--- config.mk ---
export PLATFORM = sky130hd
export DESIGN_NAME = mpdmac_sched_flat
export DESIGN_NICKNAME = d
export VERILOG_FILES = /design/src/rtl/mpdmac_pkg.sv /design/src/rtl/mpdmac_sched_if.sv /design/src/rtl/mpdmac_rr_arb.sv /design/src/rtl/mpdmac_sched.sv /design/src/flat_wrapper.sv
export SDC_FILE = /design/constraint.sdc
export NUM_CORES = 1
export LEC_CHECK = 0
export BUFFER_PORTS_ARGS = -buffer_cell sky130_fd_sc_hd__buf_2
export CAP_MARGIN = 30
export CORE_ASPECT_RATIO = 0.5
export CORE_MARGIN = 2
export CORE_UTILIZATION = 25
export DETAILED_ROUTE_END_ITERATION = 10
export PLACE_DENSITY_LB_ADDON = 0.15
export SLEW_MARGIN = 20
export SYNTH_ARGS = -nofsm -noshare
export SYNTH_HDL_FRONTEND = slang
export SYNTH_SLANG_ARGS = --single-unit
--- constraint.sdc ---
create_clock -name clk -period 3.65 [get_ports clk]
set_input_delay 0.5475 -clock clk [delete_from_list [all_inputs] [get_ports clk]]
set_output_delay 0.5475 -clock clk [all_outputs]
set_load 0.03 [all_outputs]
--- src/rtl/mpdmac_pkg.sv ---
// Shared types and width limits for the matrix-DMA job scheduler.
package mpdmac_pkg;

  localparam int unsigned MIN_WIDTH = 2;
  localparam int unsigned MAX_WIDTH = 61;

  typedef enum logic [2:0] {
    IDLE,
    ARB,
    LAUNCH,
    BUSY,
    CMPL
  } state_e;

  function automatic logic [15:0] sat_inc16(input logic [15:0] v);
    return (v == '1) ? v : v + 16'd1;
  endfunction

endpackage

--- src/rtl/mpdmac_sched_if.sv ---
// Requester and engine signal bundle for mpdmac_sched; slave is the scheduler's view.
interface mpdmac_sched_if #(
  parameter int unsigned NUM_CH = 4
);
  logic                     enable_i;
  logic [NUM_CH-1:0]        req_i;
  logic [NUM_CH-1:0][31:0]  src_addr_i;
  logic [NUM_CH-1:0][31:0]  dst_addr_i;
  logic [NUM_CH-1:0][5:0]   mat_width_i;
  logic [NUM_CH-1:0]        ack_o;
  logic [NUM_CH-1:0]        cmpl_o;
  logic [NUM_CH-1:0]        err_o;
  logic [31:0]              eng_src_addr_o;
  logic [31:0]              eng_dst_addr_o;
  logic [5:0]               eng_mat_width_o;
  logic                     eng_start_o;
  logic                     eng_done_i;
  logic                     busy_o;
  logic [2:0]               cur_ch_o;
  logic [15:0]              job_cnt_o;

  modport slave (
    input  enable_i, req_i, src_addr_i, dst_addr_i, mat_width_i, eng_done_i,
    output ack_o, cmpl_o, err_o, eng_src_addr_o, eng_dst_addr_o,
           eng_mat_width_o, eng_start_o, busy_o, cur_ch_o, job_cnt_o
  );

  modport master (
    output enable_i, req_i, src_addr_i, dst_addr_i, mat_width_i, eng_done_i,
    input  ack_o, cmpl_o, err_o, eng_src_addr_o, eng_dst_addr_o,
           eng_mat_width_o, eng_start_o, busy_o, cur_ch_o, job_cnt_o
  );
endinterface

--- src/rtl/mpdmac_rr_arb.sv ---
// Combinational round-robin picker: first requester strictly after ptr_i, wrapping.
module mpdmac_rr_arb #(
  parameter int unsigned NUM_CH = 4
) (
  input  logic [NUM_CH-1:0] req_i,
  input  logic [2:0]        ptr_i,
  output logic [NUM_CH-1:0] gnt_o,
  output logic [2:0]        idx_o,
  output logic              valid_o
);
  localparam logic [NUM_CH-1:0] ONE = NUM_CH'(1);

  logic [31:0] sum;
  logic [2:0]  cand;

  always_comb begin
    gnt_o   = '0;
    idx_o   = '0;
    valid_o = 1'b0;
    sum     = '0;
    cand    = '0;
    // k runs 1..NUM_CH so the pointer channel itself is checked last
    for (int unsigned k = 1; k <= NUM_CH; k++) begin
      sum  = 32'(ptr_i) + k;
      cand = 3'(sum % NUM_CH);
      if (!valid_o && ((req_i & (ONE << cand)) != '0)) begin
        valid_o = 1'b1;
        idx_o   = cand;
        gnt_o   = ONE << cand;
      end
    end
  end

endmodule

--- src/rtl/mpdmac_sched.sv ---
// Arbitrates matrix-DMA jobs from NUM_CH requesters onto a single engine,
// rejecting illegal widths and counting completions.
module mpdmac_sched #(
  parameter int unsigned NUM_CH    = 4,
  parameter int unsigned MAX_WIDTH = mpdmac_pkg::MAX_WIDTH
) (
  input  logic           clk,
  input  logic           rst,
  mpdmac_sched_if.slave  bus
);
  import mpdmac_pkg::*;

  localparam logic [NUM_CH-1:0] ONE = NUM_CH'(1);

  state_e            state_q, state_d;
  logic [2:0]        rr_q, rr_d;
  logic [2:0]        ch_q, ch_d;
  logic [31:0]       src_q, src_d;
  logic [31:0]       dst_q, dst_d;
  logic [5:0]        wid_q, wid_d;
  logic [15:0]       job_cnt_q, job_cnt_d;

  logic [NUM_CH-1:0] gnt;
  logic [2:0]        gidx;
  logic              gvalid;
  logic [31:0]       sel_src, sel_dst;
  logic [5:0]        sel_wid;
  logic              wid_ok;
  logic [NUM_CH-1:0] ack, err, cmpl;
  logic              start;

  mpdmac_rr_arb #(.NUM_CH(NUM_CH)) u_arb (
    .req_i   (bus.req_i),
    .ptr_i   (rr_q),
    .gnt_o   (gnt),
    .idx_o   (gidx),
    .valid_o (gvalid)
  );

  always_comb begin
    sel_src = '0;
    sel_dst = '0;
    sel_wid = '0;
    for (int unsigned k = 0; k < NUM_CH; k++) begin
      if (gnt[k]) begin
        sel_src = bus.src_addr_i[k];
        sel_dst = bus.dst_addr_i[k];
        sel_wid = bus.mat_width_i[k];
      end
    end
  end

  assign wid_ok = (32'(sel_wid) >= MIN_WIDTH) && (32'(sel_wid) <= MAX_WIDTH);

  always_comb begin
    state_d   = state_q;
    rr_d      = rr_q;
    ch_d      = ch_q;
    src_d     = src_q;
    dst_d     = dst_q;
    wid_d     = wid_q;
    job_cnt_d = job_cnt_q;
    ack       = '0;
    err       = '0;
    cmpl      = '0;
    start     = 1'b0;
    unique case (state_q)
      IDLE: begin
        if (bus.enable_i && (|bus.req_i) && bus.eng_done_i) state_d = ARB;
      end
      ARB: begin
        // a requester that dropped out after IDLE leaves nothing to grant
        state_d = IDLE;
        if (gvalid) begin
          ch_d  = gidx;
          src_d = sel_src;
          dst_d = sel_dst;
          wid_d = sel_wid;
          if (wid_ok) begin
            ack     = gnt;
            state_d = LAUNCH;
          end else begin
            err  = gnt;
            rr_d = gidx;
          end
        end
      end
      LAUNCH: begin
        start   = 1'b1;
        state_d = BUSY;
      end
      BUSY: begin
        if (bus.eng_done_i) state_d = CMPL;
      end
      CMPL: begin
        cmpl      = ONE << ch_q;
        job_cnt_d = sat_inc16(job_cnt_q);
        rr_d      = ch_q;
        state_d   = IDLE;
      end
      default: state_d = IDLE;
    endcase
  end

  always_ff @(posedge clk or posedge rst) begin
    if (rst) begin
      state_q   <= IDLE;
      rr_q      <= 3'(NUM_CH - 1);
      ch_q      <= '0;
      src_q     <= '0;
      dst_q     <= '0;
      wid_q     <= '0;
      job_cnt_q <= '0;
    end else begin
      state_q   <= state_d;
      rr_q      <= rr_d;
      ch_q      <= ch_d;
      src_q     <= src_d;
      dst_q     <= dst_d;
      wid_q     <= wid_d;
      job_cnt_q <= job_cnt_d;
    end
  end

  assign bus.ack_o           = ack;
  assign bus.err_o           = err;
  assign bus.cmpl_o          = cmpl;
  assign bus.eng_start_o     = start;
  assign bus.eng_src_addr_o  = src_q;
  assign bus.eng_dst_addr_o  = dst_q;
  assign bus.eng_mat_width_o = wid_q;
  assign bus.busy_o          = (state_q != IDLE);
  assign bus.cur_ch_o        = ch_q;
  assign bus.job_cnt_o       = job_cnt_q;

endmodule

--- src/flat_wrapper.sv ---
// flat-port wrapper written by rule: the top's interface ports become plain ports
module mpdmac_sched_flat import mpdmac_pkg::*;
#(
  parameter int unsigned NUM_CH    = 4,
  parameter int unsigned MAX_WIDTH = mpdmac_pkg::MAX_WIDTH
)
  (clk, rst, bus_enable_i, bus_req_i, bus_src_addr_i, bus_dst_addr_i, bus_mat_width_i, bus_eng_done_i, bus_ack_o, bus_cmpl_o, bus_err_o, bus_eng_src_addr_o, bus_eng_dst_addr_o, bus_eng_mat_width_o, bus_eng_start_o, bus_busy_o, bus_cur_ch_o, bus_job_cnt_o);
  mpdmac_sched_if #(.NUM_CH(NUM_CH)) bus_i ();
  input  logic clk;
  input  logic rst;
  input wire logic [$bits(bus_i.enable_i)-1:0] bus_enable_i;
  input wire logic [$bits(bus_i.req_i)-1:0] bus_req_i;
  input wire logic [$bits(bus_i.src_addr_i)-1:0] bus_src_addr_i;
  input wire logic [$bits(bus_i.dst_addr_i)-1:0] bus_dst_addr_i;
  input wire logic [$bits(bus_i.mat_width_i)-1:0] bus_mat_width_i;
  input wire logic [$bits(bus_i.eng_done_i)-1:0] bus_eng_done_i;
  output wire logic [$bits(bus_i.ack_o)-1:0] bus_ack_o;
  output wire logic [$bits(bus_i.cmpl_o)-1:0] bus_cmpl_o;
  output wire logic [$bits(bus_i.err_o)-1:0] bus_err_o;
  output wire logic [$bits(bus_i.eng_src_addr_o)-1:0] bus_eng_src_addr_o;
  output wire logic [$bits(bus_i.eng_dst_addr_o)-1:0] bus_eng_dst_addr_o;
  output wire logic [$bits(bus_i.eng_mat_width_o)-1:0] bus_eng_mat_width_o;
  output wire logic [$bits(bus_i.eng_start_o)-1:0] bus_eng_start_o;
  output wire logic [$bits(bus_i.busy_o)-1:0] bus_busy_o;
  output wire logic [$bits(bus_i.cur_ch_o)-1:0] bus_cur_ch_o;
  output wire logic [$bits(bus_i.job_cnt_o)-1:0] bus_job_cnt_o;
  assign bus_i.enable_i = bus_enable_i;
  assign bus_i.req_i = bus_req_i;
  assign bus_i.src_addr_i = bus_src_addr_i;
  assign bus_i.dst_addr_i = bus_dst_addr_i;
  assign bus_i.mat_width_i = bus_mat_width_i;
  assign bus_i.eng_done_i = bus_eng_done_i;
  assign bus_ack_o = bus_i.ack_o;
  assign bus_cmpl_o = bus_i.cmpl_o;
  assign bus_err_o = bus_i.err_o;
  assign bus_eng_src_addr_o = bus_i.eng_src_addr_o;
  assign bus_eng_dst_addr_o = bus_i.eng_dst_addr_o;
  assign bus_eng_mat_width_o = bus_i.eng_mat_width_o;
  assign bus_eng_start_o = bus_i.eng_start_o;
  assign bus_busy_o = bus_i.busy_o;
  assign bus_cur_ch_o = bus_i.cur_ch_o;
  assign bus_job_cnt_o = bus_i.job_cnt_o;
  mpdmac_sched #(.NUM_CH(NUM_CH), .MAX_WIDTH(MAX_WIDTH)) u_core (.clk(clk), .rst(rst), .bus(bus_i));
endmodule
==> Word-level counts from Yosys, hierarchy flattened <==
Cells that the tools add are included.
W data, S select, Z words.
{ "classes": {"addsub": 5, "order_cmp": 2, "eq_ne": 9, "shifts": 5, "muxes": 40, "n_bitwise": 5, "n_reduce_logical": 21} }
{ "op_table": {"columns": ["op", "n"], "rows": [
  ["$mux W32", 8],
  ["$mux W4", 11],
  ["$mux W6", 4],
  ["$mux W3", 6],
  ["$add A16 B1 Y16 const B", 1],
  ["$and A4 B4 Y4", 4],
  ["$eq A16 B16 Y1 const B", 1],
  ["$reduce_bool A4 Y1", 4],
  ["$shl A1 B2 Y4 const A", 4],
  ["$pmux W3 S4", 1],
  ["$mux W2", 4],
  ["$eq A3 B2 Y1 const B", 2],
  ["$ge A6 B2 Y1 const B", 1],
  ["$le A6 B6 Y1 const B", 1],
  ["$logic_and A1 B1 Y1", 6],
  ["$reduce_and A2 Y1", 3],
  ["$mux W1", 5],
  ["$add A2 B1 Y2 const B", 2],
  ["$add A2 B2 Y2 const B", 2],
  ["$ne A2 B1 Y1 const B", 2],
  ["$ne A2 B2 Y1 const B", 2],
  ["$pmux W2 S2", 1],
  ["$reduce_or A4 Y1", 1],
  ["$shl A1 B3 Y4 const A", 1],
  ["8 further kinds", 10]
]} }
{ "word_totals": {"ff_bits": 94, "in_bits": 288, "wordCells": 94} }

==> Depth between registers and ports, before layout <==
Gate-level depths: netlist (run 1).
{ "logic_depth": {"depth_word": 23, "ltp_mapped": 16} }

==> By module <==
A second synthesis (run 1) with hierarchy kept.
{ "hier_totals": {"hier_cells": 757, "hier_area_um2": 6183.4} }
{ "modules_own_cells": {"columns": ["mod", "n_inst", "cells_per_inst", "area_each_um2", "seq_area_each_um2"], "rows": [
  ["mpdmac_sched", 1, 700, 5740.5, 2379.8],
  ["mpdmac_rr_arb", 1, 57, 442.9, 0.0]
]} }

==> Worst setup path before layout (run 1) <==
OpenSTA, ideal clock, no wires.
{ "synth_path": {"path_kind": "reg2out", "startpoint": "register u_core.rr_q[0]", "endpoint": "output bus_ack_o[3]", "t_arrival_ns": 3.579, "setup_slack_ns": -0.477, "path_stages_with_launch": 15, "path_cell_list": "dfstp_2 inv_1 ha_1 buf_6 a22o_4 or2_1 buf_6 a22oi_2 nor2_1 or4b_1 a311oi_2 nand2b_1 mux2i_1 or2_1 nor2b_1"} }
{ "synth_via": {"elab_chain_cells": 23, "elab_cells_between_ends": 40} }
{ "synth_lines": {"columns": ["item", "line", "source"], "rows": [
  ["from (decl)", "mpdmac_sched.sv:16", "logic [2:0] rr_q, rr_d;"],
  ["from (signal assigned)", "mpdmac_sched.sv:108", "rr_q <= 3'(NUM_CH - 1);"],
  ["from (signal assigned)", "mpdmac_sched.sv:116", "rr_q <= rr_d;"],
  ["$add A2 B1 Y2", "mpdmac_rr_arb.sv:24", "sum = 32'(ptr_i) + k;"],
  ["$shl A1 B2 Y4", "mpdmac_rr_arb.sv:26, mpdmac_rr_arb.sv:29", null],
  ["$and A4 B4 Y4", "mpdmac_rr_arb.sv:26", "if (!valid_o && ((req_i & (ONE << cand)) != '0)) begin"],
  ["$reduce_bool A4 Y1", "mpdmac_rr_arb.sv:26", null],
  ["$mux W1", "mpdmac_rr_arb.sv:26", null],
  ["$logic_not A1 Y1", "mpdmac_rr_arb.sv:26", null],
  ["$logic_and A1 B1 Y1", "mpdmac_rr_arb.sv:26", null],
  ["$mux W1", "mpdmac_rr_arb.sv:26", null],
  ["[4 not listed]", null, null],
  ["$logic_and A1 B1 Y1", "mpdmac_rr_arb.sv:26", null],
  ["$mux W4", "mpdmac_rr_arb.sv:26", null],
  ["$mux W6 (4 in series)", "mpdmac_sched.sv:45", "if (gnt[k]) begin"],
  ["$ge A6 B2 Y1 or $le A6 B6 Y1 (tied branches)", "mpdmac_sched.sv:53", "assign wid_ok = (32'(sel_wid) >= MIN_WIDTH) && (32'(sel_wid) <= MAX_WIDTH);"],
  ["$logic_and A1 B1 Y1", "mpdmac_sched.sv:53", null],
  ["$mux W4", "mpdmac_sched.sv:79", "if (wid_ok) begin"],
  ["$mux W4 *", "mpdmac_sched.sv:74", "if (gvalid) begin"],
  ["$mux W4 *", "mpdmac_sched.sv:67", "unique case (state_q)"],
  ["to (decl)", "flat_wrapper.sv:17", "output wire logic [$bits(bus_i.ack_o)-1:0] bus_ack_o;"]
]} }
Mark *: on every way between the ends. The rest lies on a longest branch, timed or not.

==> Final worst setup path (run 1) <==
{ "layout_path": {"startpoint": "register u_core.rr_q[0]", "endpoint": "output bus_ack_o[2]"} }
Same word-level chain as after synthesis.

==> results_dict.tcl, run 1 <==
set metrics [dict create \
    rrSetupSlack_ps -30 \
    start_util_pct 25.5 \
    clk-insertion-delay-late_ps 350 \
    syn-num-nets 1050 \
    ys_top_cells_by_area "dfrtp_1, a211oi_1, a22oi_1, o21ai_0, a21oi_1" \
    ys_seq_area_share_pct 37.9 \
    grt.total_usage_pct 18.5 \
    async_flop_share_pct 100 \
    fin_tns_setup_ps -5760 \
    num_rows 40 \
    gp_congestion 0.928 \
    maxSlewViolCount 0 \
    core_area_sq_mm 0.0241 \
    finalCriticalPeriod_ps 4400 \
    synth_most_common_cell "nand2_1" \
    antenna_found_initial 1 \
    synth_ff_type "dfrtp_1" \
    dp_hpwl_um 19700 \
    vias_per_cell 4.72 \
    yosysTopAreaCell "dfrtp_1" \
    cp_num_buf_inv 2 \
    drt_wl_total_um 24600 \
    final_nets 1446 \
    synth_xor_area_share_pct 2.14 \
    synth.distinct_cells 63 \
    synth-simple-area-share_pct 16.4 \
    ant_nets 0 \
    grt_pass1_vias 6867 \
    synthMuxAreaShare_pct 0.855 \
    violations "negative setup slack" \
    grt_pass1_wl_um 37400 \
    setup_violations 9 \
    grt_overflow 0 \
    root_buffer "clkbuf_16" \
    num_vias 7059 \
    leakagePower_nw 4.54 \
    synth_top_family_by_area "compound AO/OA/AOI/OAI gates" \
    worst_pin_slew_ps 749 \
    io_buffers 389 \
    yosys-top-cells-count "nand2_1, dfrtp_1, nor2_1" \
    cp_slowest_cell "dfstp_2" \
    htreeDepth 3 \
    routedWlPerCell_um 16.4 \
    reg2regPathDepth 17 \
    hold_viol 0 \
    numClockSinks 93 \
    crit_top_cell "o311ai_4" \
    syn_inst 757 \
    cp_slowest_stage_delay_ps 590 \
    p_total_mw 11.1 \
    cts_buffer_depth 2 \
    synth-compound-area-share_pct 35.5 \
    drt-initial-drc-count 315 \
    drtPass1Iterations 4 \
    synthAdderAreaFrac_pct 1.02 \
    fin_ws_ps -754 \
    fin_worst_skew_ps 7.77 \
    yosysWarnings 0 \
    synth_seq_cells 93 \
    power_density_mw_per_mm2 1180 \
    critPathKind "register to output port" \
    slew_headroom_pct 50.0 \
    post-route-util_pct 39.2 \
    reg2reg_from "u_core.rr_q[0]" \
    maxCapViolCount 0 \
    post-route-period-util_pct 121 \
    drc_errors 0 \
    die_height_um 115 \
    synth_edf_count 0 \
    synth.top_cell.area_share_pct 37.0 \
    drive_above_1_share_pct 46.5 \
    status "finished with violations" \
    fmax_mhz 227 \
    numCtsBuffers 9 \
    vdd.ir_drop.worst_mv 0.606 \
    syn_to_final_growth_pct 53.6 \
    grt_start_max_net_pins 77 \
    rsz0062_at_grt "yes" \
    cp_top_family "compound AO/OA/AOI/OAI gates" \
    crit_chain "inv_4 -> ha_4 -> a22o_4 -> o21a_1 -> o311ai_4 -> o311ai_4 -> or4b_4 -> a311oi_2 -> nand2b_4 -> mux2i_4 -> or2_4 -> nor2_4 -> buf_6" \
    design.die.area_sq_mm 0.0259 \
    cp.required_ps 3100 \
    tritoncts "built" \
    io_pins 391 \
    critical_path_arrival_ps 3860 \
    synth_area_sq_mm 0.00615 \
    syn_area_per_cell_sq_um 8.12 \
    reg2reg_to "u_core.rr_q[1]" \
    cp-end-kind "output port" \
    die_w_um 226 \
    nFillCells 2553 \
    clk_pin_slew_ps 70 \
    critPathLaunchType "register" \
    path_max_fanout 7 \
    hp-class "primary input to async pin" \
]
[power by group]
group	total (mW)	leakage, nW	internal, mW	switching, mW
Combinational	8.40	3.17	3.23	5.17
Sequential	1.66	1.20	1.44	0.225
Clock	1.05	0.160	0.626	0.429
Total	11.1	4.54	5.29	5.82
[cells by family after synthesis]
group                      Yosys count
AOI/OAI and AO/OA                  324
muxes                                5
xor gates and xnor gates            15
DFF                                 93
other                                1
adders and majority gates            5
buffers and inverters               84
and+or+nand+nor                    230
[repair_timing]
action,CTS,global route
gates cloned,0,1
pin swaps,21,13
endpoints found under the setup margin,11,11
gates resized for setup,44,14
setup buffers,8,2
hold buffers,0,0
[state kept, by name, summed over array words and instances, names as in the netlist]
signal / flops
u_core.rr_q: 2
u_core.state_q: 3
u_core.bus.eng_dst_addr_o: 32
u_core.bus.job_cnt_o: 16
u_core.bus.eng_mat_width_o: 6
u_core.bus.eng_src_addr_o: 32
u_core.bus.cur_ch_o: 2
[worst max path at each step]
| stage | start | end | slack [ps] | cells past startpoint |
|---|---|---|---|---|
| detailed placement | u_core.rr_q[0] | bus_ack_o[2] | -580 | 14 |
| global route | u_core.rr_q[0] | bus_err_o[2] | -920 | 13 |
| finish | u_core.rr_q[0] | bus_ack_o[2] | -750 | 13 |
| CTS | u_core.rr_q[0] | bus_ack_o[2] | -810 | 13 |
| floorplan | u_core.rr_q[1] | bus_ack_o[3] | -240 | 13 |
| global placement | u_core.rr_q[0] | bus_ack_o[2] | -510 | 12 |
[stage by stage]
step / setup WS (ps) / area, sq um / instances / hold WS [ps]
floorplan: -238 / 6240 / 757 / 470
global placement: -512 / 8770 / 1469 / 459
detailed placement: -580 / 8770 / 1469 / 462
CTS: -806 / 9340 / 1491 / 356
global route: -921 / 9450 / 1495 / 402
finish: -754 / 9450 / 1495 / 340
[cell usage in the layout (no fill, tap or decap), types with 4 or more instances in the layout]
cell,instances
a211oi_1,66
a211oi_2,6
a21oi_1,69
a22oi_1,67
a22oi_2,6
and2_1,6
and3_1,6
buf_12,4
buf_2,381
buf_4,56
buf_6,11
clkbuf_16,9
dfrtp_1,91
ha_4,4
inv_1,13
nand2_1,91
nand3_1,6
nand4_1,5
nor2_1,77
nor2_4,8
nor3_2,5
o21ai_0,74
o21ai_1,4
xnor2_1,13
[area by class of cell]
| class | instances | area [sq um] | area share [%] |
|---|---|---|---|
| Antenna cell | 1 | 2.50 | 0.0265 |
| Clock buffer | 10 | 239 | 2.53 |
| Clock inverter | 6 | 93.8 | 0.994 |
| Inverter | 16 | 65.1 | 0.689 |
| Multi-Input combinational cell | 581 | 3760 | 39.8 |
| Sequential cell | 93 | 2330 | 24.7 |
| Tap cell | 336 | 420 | 4.45 |
| Timing Repair Buffer | 452 | 2530 | 26.8 |
[per-layer routing]
layer / global-route usage, % / part of all wire [%] / vias to the layer above
li1: - / - / 3570
met5: 0 / 0 / -
met1: 23.3 / 44 / 3307
met4: 4.90 / 1.9 / 0
met2: 32.3 / 50 / 150
met3: 3.86 / 3.9 / 32
Note: power is estimated with default switching activity, not from simulation.
==> inputs of run 2 (changes only) <==
- clock period: 3.65 -> 5.5 ns (I/O delays scaled with it)
==> run 2 against run 1 <==
Net effect:
- combinational power fell by 43%
- highest routed layer unchanged
- first-iteration DRC count rose by 17%
- critical path depth unchanged
- sequential power shrank 34%
- the run now ends clean
- die area did not move
- critical endpoint is now bus_ack_o[3]
==> results_dict.tcl, run 2 (synthesized netlist as in run 1, its figures left out) <==
set metrics [dict create \
    crit_chain "inv_1 -> ha_1 -> a22o_1 -> or2_1 -> a22oi_2 -> o21ai_0 -> o32ai_1 -> a211oi_1 -> or4_4 -> mux2i_1 -> or2_1 -> nor2b_1 -> buf_2" \
    dp_hpwl_um 19100 \
    fin_ws_ps 285 \
    design.die.area_sq_mm 0.0259 \
    drive_above_1_share_pct 40.4 \
    io_pins 391 \
    drtPass1Iterations 4 \
    htreeDepth 3 \
    critical_path_arrival_ps 4390 \
    drc_errors 0 \
    hold_buffers 0 \
    worst_pin_slew_ps 819 \
    root_buffer "clkbuf_16" \
    vias_per_cell 4.79 \
    routedWlPerCell_um 16.7 \
    pre_cts_ws_ps 545 \
    mostFrequentLayoutCells "buf_2, nand2_1, dfrtp_1" \
    antenna_found_initial 1 \
    cp_slowest_stage_delay_ps 580 \
    critPathLaunchType "register" \
    grt.total_usage_pct 17.9 \
    cp-end-kind "output port" \
    path_max_fanout 11 \
    cp_slowest_cell "dfstp_2" \
    io_buffers 389 \
    setup_violations 0 \
    instances_no_fill 1442 \
    grt_overflow 0 \
    place_inst 1423 \
    status "finished clean" \
    finalCriticalPeriod_ps 5210 \
    grt_pass1_vias 6733 \
    ant_nets 0 \
    core_area_sq_mm 0.0241 \
    num_rows 40 \
    fmax_mhz 192 \
    nFillCells 2593 \
    num_vias 6913 \
    maxSlewViolCount 0 \
    fin_worst_skew_ps 7.38 \
    tritoncts "built" \
    post-route-util_pct 36.0 \
    hold_viol 0 \
    cts_buffer_depth 2 \
    gp_congestion 0.901 \
    leakagePower_nw 4.22 \
    grt_pass1_wl_um 36300 \
    numCtsBuffers 9 \
    power_density_mw_per_mm2 757 \
    numClockSinks 93 \
    start_util_pct 25.5 \
    post-route-period-util_pct 94.8 \
    grt_start_max_net_pins 75 \
    p_total_mw 6.56 \
    syn_to_final_growth_pct 40.8 \
    clk_pin_slew_ps 70 \
    drt_wl_total_um 24000 \
    maxCapViolCount 0 \
    clk-insertion-delay-late_ps 350 \
    slew_headroom_pct 45.3 \
    hp-class "register to register" \
    rsz0062_at_grt "no" \
    critPathKind "register to output port" \
    fin_tns_setup_ps 0 \
    vdd.ir_drop.worst_mv 0.562 \
    cp.required_ps 4680 \
    layout_commonest_cell "buf_2" \
    die_w_um 226 \
    final_nets 1393 \
    die_height_um 115 \
    drt-initial-drc-count 367 \
    crit_top_cell "or2_1" \
]
-- run 2: cell type report --
| type | instances | area, sq um | share of cell area (%) |
|---|---|---|---|
| multi-input combinational | 580 | 3470 | 40.0 |
| sequential | 93 | 2330 | 26.9 |
| timing repair buffer | 400 | 2050 | 23.6 |
| tap | 336 | 420 | 4.85 |
| clock buffer | 10 | 239 | 2.76 |
| clock inverter | 6 | 93.8 | 1.08 |
| inverter | 16 | 62.6 | 0.722 |
| antenna | 1 | 2.50 | 0.0289 |
-- run 2: power by group --
group / total, mW / leakage, nW / internal, mW / switching, mW
clock network: 0.702 / 0.165 / 0.416 / 0.286
logic: 4.75 / 2.85 / 1.61 / 3.14
registers: 1.10 / 1.20 / 0.953 / 0.151
total: 6.56 / 4.22 / 2.98 / 3.58
-- run 2: worst paths after layout --
kind                                                from                            end  slack [ps]  depth (start not counted)
min                        u_core.bus.eng_src_addr_o[16]  u_core.bus.eng_src_addr_o[16]         470                          2
min in group asynchronous                            rst   u_core.bus.eng_src_addr_o[8]         480                          2
max                                       u_core.rr_q[0]                   bus_ack_o[3]         290                         13
max in group asynchronous                            rst  u_core.bus.eng_src_addr_o[25]        3840                          3
max reg2reg                               u_core.rr_q[0]  u_core.bus.eng_src_addr_o[23]        1240                         13
min reg2reg                u_core.bus.eng_src_addr_o[16]  u_core.bus.eng_src_addr_o[16]         470                          2
-- run 2: through the flow --
stage / hold slack (ps) / area (sq um)
6_report: 473 / 8660
5_1_grt: 501 / 8660
4_1_cts: 482 / 8640
3_5_place_dp: 465 / 8300
3_3_place_gp: 459 / 8300
2_1_floorplan: 470 / 6150
-- run 2: per-layer routing --
metal / part of all wire (%) / track usage [%] / vias to the layer above
met5: 0 / 0 / -
met4: 2.8 / 6.98 / 0
met3: 3.9 / 3.32 / 40
met2: 50 / 31.5 / 170
met1: 43 / 22.0 / 3246
li1: - / - / 3457
-- run 2: worst max-delay path: cells and delay by family, from the launching register on --
family,cells,cell delay (ps)
flip-flops,1,580
multiplexers,1,260
AND/OR/NAND/NOR,4,1310
buffers and inverters,2,250
adder cells (fa/ha/maj),1,400
AO/OA/AOI/OAI,5,1240
-- run 2: repair_timing --
item / 4_1_cts / 5_1_grt
setup endpoints to repair: 0 / 8
gates resized for setup: 0 / 2
setup buffers: 0 / 2
